$ cat src/rtl/complex_alu_ctrl.sv
// Issue/writeback controller for the multi-cycle complex ALU: slot reservation at issue, in-order-of-completion writeback.
// Optional CALU_DIVZERO_TRAP_EN: div/mod by zero traps to wb_divz with a fixed result instead of the ALU output.
module complex_alu_ctrl #(
    parameter int TAG_W   = 5,
    parameter int MUL_LAT = 5,
    parameter int DIV_LAT = 12,
    parameter int SHF_LAT = 2
) (
    input  logic             clock,
    input  logic             reset,
    input  logic             req_valid,
    output logic             req_ready,
    input  logic [2:0]       req_op,
    input  logic [31:0]      req_srcA,
    input  logic [31:0]      req_srcB,
    input  logic [TAG_W-1:0] req_tag,
    input  logic             flush,
    output logic [31:0]      alu_srcA,
    output logic [31:0]      alu_srcB,
    output logic [2:0]       alu_op,
    output logic [2:0]       alu_select,
    input  logic [31:0]      alu_result,
    output logic             wb_valid,
    output logic [31:0]      wb_data,
    output logic [TAG_W-1:0] wb_tag,
    output logic             wb_illegal,
    output logic             wb_divz,
    output logic             busy
);

    function automatic logic [3:0] lat_of(input logic [2:0] op);
        case (op)
            3'd1:       lat_of = 4'(MUL_LAT);
            3'd2, 3'd3: lat_of = 4'(DIV_LAT);
            default:    lat_of = 4'(SHF_LAT);
        endcase
    endfunction

    function automatic logic is_illegal(input logic [2:0] op);
        is_illegal = (op == 3'd0) || (op > 3'd5);
    endfunction

    // Slot k retires k cycles from now; slot 1 is selected onto the ALU result mux.
    logic [15:1]             vld_q, vld_d;
    logic [15:1][2:0]        op_q, op_d;
    logic [15:1][TAG_W-1:0]  tag_q, tag_d;
    logic [16:1]             vld_ext;
    logic [3:0]              req_lat, ins_idx;
    logic [4:0]              chk_idx;
    logic                    fire, retire;
    logic [31:0]             ret_data;

    logic [31:0]             alu_srcA_q, alu_srcB_q;
    logic [2:0]              alu_op_q;
    logic                    wb_valid_q, wb_illegal_q;
    logic [31:0]             wb_data_q;
    logic [TAG_W-1:0]        wb_tag_q;

    assign req_lat = lat_of(req_op);
    assign ins_idx = req_lat + 4'd1;
    // The target slot is checked as it will look after this cycle's shift.
    assign chk_idx = {1'b0, req_lat} + 5'd2;
    assign vld_ext = {1'b0, vld_q};
    assign req_ready = !reset && !flush && !vld_ext[chk_idx];
    assign fire = req_valid && req_ready;
    assign retire = vld_q[1] && !flush;

    assign alu_select = vld_q[1] ? op_q[1] : 3'd0;
    assign busy = |vld_q;

`ifdef CALU_DIVZERO_TRAP_EN
    logic [15:1]        dz_q, dz_d;
    logic [15:1][31:0]  sa_q, sa_d;
    logic               wb_divz_q;

    always_comb begin
        dz_d = {1'b0, dz_q[15:2]};
        sa_d = {32'd0, sa_q[15:2]};
        if (fire) begin
            dz_d[ins_idx] = (req_op == 3'd2 || req_op == 3'd3) && (req_srcB == 32'd0);
            sa_d[ins_idx] = req_srcA;
        end
    end

    always_comb begin
        ret_data = alu_result;
        if (is_illegal(op_q[1]))
            ret_data = 32'd0;
        else if (dz_q[1])
            ret_data = (op_q[1] == 3'd2) ? 32'hFFFF_FFFF : sa_q[1];
    end

    always_ff @(posedge clock) begin
        if (reset) begin
            dz_q      <= '0;
            sa_q      <= '0;
            wb_divz_q <= 1'b0;
        end else begin
            dz_q      <= dz_d;
            sa_q      <= sa_d;
            wb_divz_q <= retire && dz_q[1] && !is_illegal(op_q[1]);
        end
    end

    assign wb_divz = wb_divz_q;
`else
    assign ret_data = is_illegal(op_q[1]) ? 32'd0 : alu_result;
    assign wb_divz  = 1'b0;
`endif

    always_comb begin
        vld_d = {1'b0, vld_q[15:2]};
        op_d  = {3'd0, op_q[15:2]};
        tag_d = {{TAG_W{1'b0}}, tag_q[15:2]};
        if (fire) begin
            vld_d[ins_idx] = 1'b1;
            op_d[ins_idx]  = req_op;
            tag_d[ins_idx] = req_tag;
        end
        if (flush)
            vld_d = '0;
    end

    always_ff @(posedge clock) begin
        if (reset) begin
            vld_q        <= '0;
            op_q         <= '0;
            tag_q        <= '0;
            alu_srcA_q   <= '0;
            alu_srcB_q   <= '0;
            alu_op_q     <= '0;
            wb_valid_q   <= 1'b0;
            wb_data_q    <= '0;
            wb_tag_q     <= '0;
            wb_illegal_q <= 1'b0;
        end else begin
            vld_q        <= vld_d;
            op_q         <= op_d;
            tag_q        <= tag_d;
            // Idle cycles drive zeros so the ALU's operand gating stays quiet.
            alu_srcA_q   <= fire ? req_srcA : 32'd0;
            alu_srcB_q   <= fire ? req_srcB : 32'd0;
            alu_op_q     <= (fire && !is_illegal(req_op)) ? req_op : 3'd0;
            wb_valid_q   <= retire;
            wb_data_q    <= retire ? ret_data : 32'd0;
            wb_tag_q     <= retire ? tag_q[1] : '0;
            wb_illegal_q <= retire && is_illegal(op_q[1]);
        end
    end

    assign alu_srcA   = alu_srcA_q;
    assign alu_srcB   = alu_srcB_q;
    assign alu_op     = alu_op_q;
    assign wb_valid   = wb_valid_q;
    assign wb_data    = wb_data_q;
    assign wb_tag     = wb_tag_q;
    assign wb_illegal = wb_illegal_q;

endmodule

$ cat config.mk
export PLATFORM = sky130hd
export DESIGN_NAME = complex_alu_ctrl
export DESIGN_NICKNAME = d
export VERILOG_FILES = /design/src/rtl/complex_alu_ctrl.sv
export SDC_FILE = /design/constraint.sdc
export NUM_CORES = 1
export LEC_CHECK = 0
export CAP_MARGIN = 20
export CORE_AREA = 5 5 173 175
export DETAILED_ROUTE_END_ITERATION = 7
export DIE_AREA = 0 0 178 180
export MAX_ROUTING_LAYER = met4
export SETUP_SLACK_MARGIN = 0.4
export SYNTH_ARGS = -nofsm -noshare
export SYNTH_HDL_FRONTEND = slang
export SYNTH_SLANG_ARGS = --single-unit
$ cat constraint.sdc
create_clock -name clock -period 1.6 [get_ports clock]
set_input_delay 0.32 -clock clock [delete_from_list [all_inputs] [get_ports clock]]
set_output_delay 0.32 -clock clock [all_outputs]
set_load 0.01 [all_outputs]
# Word-level counts from Yosys, hierarchy flattened
# Index checks and enable logic that the tools add are counted.
# op_classes
addsub	2
magnitude_cmp	5
n_eq_ne	3
mux	15
n_bitwise	4
n_reduce_logical	23
# ops
operator	count
bitwise mux 75 bit	1
2-to-1 mux 70 bit	1
bitwise mux 45 bit	1
2-to-1 mux 42 bit	1
demux 5 bit (select 4 bit)	1
bitwise OR 14 x 15 -> 15 bit	1
OR reduction 15 bit	1
2-to-1 mux 14 bit	1
demux 3 bit (select 4 bit)	1
OR reduction 2 bit	5
case mux 4 bit (2 select lines)	1
logical AND 1 bit	7
equality test 3 x 2 -> 1 bit (second input constant)	2
greater-than comparator 3 bit (second input constant)	2
zero test 3 bit	2
< comparator 5 x 6 -> 1 bit (second input constant)	1
2-to-1 mux 3 bit	2
OR reduction 3 bit	2
adder 4 x 2 -> 5 bit (second input constant)	1
binary-select mux 1 bit (select 5 bit)	1
< comparator 4 x 5 -> 1 bit (second input constant)	1
2-to-1 mux 5 bit	1
adder 4 x 1 -> 4 bit (second input constant)	1
demux 1 bit (select 4 bit)	1
other kinds (6)	13
# word_totals
register_bits	241
inputBits	108
output_inout_bits	112
word_cells	91

# Logic depth before layout (Yosys ltp)
# logic_depth
word_depth	12
mapped_depth	6
mapped_depth_nobuf	3

# Least setup slack after synthesis
# OpenSTA, ideal clock, no wires.
# synth_timing
path_kind	in2out
startpoint	input port reset
endpoint	output port req_ready
arrival_time_ps	1190
t_required_ps	1280
slack_ps	90
stages	4
n_path_buf	2
path_cell_list	buf_6 > nor2_1 > clkbuf_1 > o2111a_1
# synth_between
elab_chain_len	3
# synth_rtl
element	line	text
start: declaration	10	input logic reset,
zero test 1 bit	64	assign req_ready = !reset && !flush && !vld_ext[chk_idx];
logical AND 1 bit (2 in series)	64	
end: declaration	12	output logic req_ready,
# No other way between the ends.

# Worst setup path in the final report
# layout_timing
startpoint	register vld_q[11] (netlist name)
endpoint	output port busy
# layout_between
elab_chain_len	1
# layout_rtl
element	line	text
start: declaration	44	logic [15:1] vld_q, vld_d;
start signal: assignment	137	vld_q <= vld_d;
OR reduction 15 bit	69	assign busy = |vld_q;
end: declaration	28	output logic busy
# No other way between the ends.

==> results.toml <==
[outcome]
outcome = "finished with violations"
violations = "setup timing"

[power]
combinationalPowerShare = 0.063
p_clk_frac = 0.472
switchingPower_w = 0.00276
sw_frac_of_total = 0.210
seq_power_share = 0.465
peakVddDrop_uv = 661
internal_power_w = 0.0104
leakagePower_nw = 4.89
power_density_nw_per_um2 = 1130

[timing]
layout_setup_ws_ns = -0.149
min_period_ns = 1.75
max_slew_margin = 0.516
fin_skew_ns = 0.0150
rsz0062_at_grt = "true"
drv_slew = 0
hold_violations = 0
worst_pin_slew_ns = 0.726
whs_ns = 0.224
setup_viol = 9
min_period_over_period = 1.09
max_freq_mhz = 572

[final_layout]
stdcell_count = 1274
drive_above_1_share = 0.490
syn_to_final_growth_pct = 69.0
finish.utilization = 0.412
multi_input_area_um2 = 2410
design_area_um2 = 11700
ff_latch_area_um2 = 4940
fillers = 2671
nets = 976

[global_route]
grt_use_total = 0.125
antenna_found_initial = 1
grt_max_degree = 73
grt_pass1_vias = 5072
overflow = 0
grt_first_pass_wirelength_mm = 30.2

[logic_synthesis]
ys_types = 37
syn-instance-count = 581
synth.yosys.seq_area_share = 0.698
netlist_area_um2 = 6910
synth_seq_cells = 241
avgSynthCellArea_um2 = 11.9
yosys_warnings = 0

[clocking]
cts_num_sinks = 241
root_buffer = "clkbuf_16"
numCtsBuffers = 27
insertion_delay_ns = 0.53
clockBufferDepth = 3
path_clk_slew_ns = 0.06
ctsHoldBuffers = 0
cts_tree = "yes"
h-tree-depth = 1

[floorplan]
core_um2 = 28300
die_h_um = 180
rows = 62
die_area_um2 = 32000
dieWidth_um = 178
top_level_ports = 220
initial_utilization = 0.244

[worst_setup_path]
crit_arrival_ns = 1.43
crit_path_max_fanout = 2
slowest_stage = "dfxtp_2"
slowest_delay_ns = 0.33
worst_setup_path_start_kind = "flip-flop"
endpoint_kind = "primary output"
crit_type = "flip-flop to primary output"
worst_r2r_startpoint = "vld_q[4]"
worstSetupStartpoint = "vld_q[11]"
path_cells = "nor4_4 > nand4_1 > buf_2"
required_ns = 1.28

[drt]
drc = 0
routed_via_density = 3.94
wirelength_mm = 20.5
wire_per_inst_um = 16.1
num_vias = 5022
ant_nets = 0
firstDrtPassIters = 4
dr.first_iter.drc_count = 139

[place]
gp_congestion = 0.747
port_buffers = 218
dp_cells = 1191
dp.final_hpwl_mm = 12.8
placed_area_um2 = 9730

[job]
cap_violations = 0

[hold_path]
hp-class = "primary input to flip-flop"
holdCritStartpoint = "reset"
-- cell type report --
class / count / area share
Inverter: 3 / 0.000965
Antenna cell: 1 / 0.000214
Timing Repair Buffer: 279 / 0.250
Multi-Input combinational cell: 316 / 0.206
Clock buffer: 37 / 0.0654
Clock inverter: 13 / 0.0130
Tap cell: 384 / 0.0412
Sequential cell: 241 / 0.423
-- worst paths after layout --
path	endpoint	slack (ns)	cells after the start
max reg2reg	tag_q[12]	-0.08	7
max	busy	-0.15	3
min reg2reg	tag_q[37]	0.42	1
min	vld_q[3]	0.22	3
-- through the flow --
| stage | power, W | TNS, ns | setup slack [ns] |
|---|---|---|---|
| after floorplan | 0.00649 | 0 | 0.201 |
| after global placement | 0.00691 | -50.17 | -0.611 |
| after detailed placement | 0.00692 | -52.53 | -0.635 |
| after CTS | 0.0133 | -0.786 | -0.195 |
| after global routing | 0.0137 | -3.01 | -0.232 |
| final | 0.0132 | -0.726 | -0.149 |
-- flip-flops by register name, summed over array words and instances, names as in the netlist --
name        flops
wb_valid        1
tag_q          75
wb_tag          5
wb_data        32
alu_op          3
wb_illegal      1
alu_srcB       32
alu_srcA       32
vld_q          15
op_q           45
-- layer usage --
metal | part of all wire | global-route usage
met5 | 0 | -
met1 | 0.39 | 0.139
met4 | 0.022 | 0.0316
met3 | 0.094 | 0.0382
met2 | 0.49 | 0.216
-- timing repair --
action                                  in CTS  in global routing
cloned                                      12                  0
gates resized for setup                    691                106
endpoints found under the setup margin     236                236
pin swaps                                   48                 27
setup buffers                               17                  3
-- placed cells by master (no fill, tap or decap), types with 5 or more instances in the layout --
cell             Yosys  routed
a21oi_1             23      15
a21oi_2              0       8
and2_1             110      22
and2_4               0      88
and3_1               6       5
buf_12               0       6
buf_16               0      11
buf_2                8      38
buf_4                1      25
buf_6                4      91
clkbuf_1            16       5
clkbuf_16            0      28
clkbuf_8             0       5
clkdlybuf4s50_1      0     101
clkinv_2             0       6
conb_1               1      10
dfxtp_1            241     163
dfxtp_2              0      72
dfxtp_4              0       6
nand3_1             16      16
nor2b_1             90      90
o21ai_2              0      14
-- cells by family after synthesis --
group	synth area share
AND/OR/NAND/NOR	0.236
other	0.000543
AO/OA/AOI/OAI	0.0411
buffers and inverters	0.0243
flip-flops	0.698
-- critical path: cells and delay by family, from the launching register on --
kind,cells,cell delay [ns]
buffers and inverters,1,0.17
flip-flops,1,0.33
AND/OR/NAND/NOR,2,0.40
-- power groups by stage --
stage / Sequential (W) / Clock, W / Combinational (W)
after floorplan: 0.00628 / 0 / 0.000207
after global placement: 0.00626 / 0 / 0.000651
after detailed placement: 0.00626 / 0 / 0.000658
after CTS: 0.00612 / 0.00641 / 0.000785
after global routing: 0.00614 / 0.00669 / 0.000882
final: 0.00613 / 0.00623 / 0.000827
-- cells in the mapped netlist --
library cell  count  area [um^2]
nand4bb_1         1         11.3
nand4_1           1         6.26
nor4b_4           1         23.8
o2111a_1          2         22.5
a211oi_4          1         20.0
clkbuf_1         16         60.1
nor3_1            4         20.0
or3b_1            2         17.5
conb_1            1         3.75
a21oi_1          23          115
nor4b_2           1         15.0
and3_1            6         37.5
o21ai_0          11         55.1
buf_4             1         7.51
nor2_1            9         33.8
o21bai_1          1         7.51
nor4_1            4         25.0
buf_6             4         45.0
nand3b_1          1         7.51
o21ba_2           1         10.0
o21ai_1           6         30.0
buf_1             1         3.75
or4b_1            1         10.0
nand2_1           3         11.3
dfxtp_1         241         4820
buf_2             8         40.0
o21a_1            2         15.0
nand3_1          16         80.1
inv_1             3         11.3
and3b_1           1         8.76
or4b_2            1         10.0
or3b_4            1         11.3
nor2b_1          90          563
nor3b_1           3         22.5
and2_1          110          688
a2111oi_0         1         8.76
nor3b_2           2         25.0
Note: power is estimated with default switching activity, not from simulation.
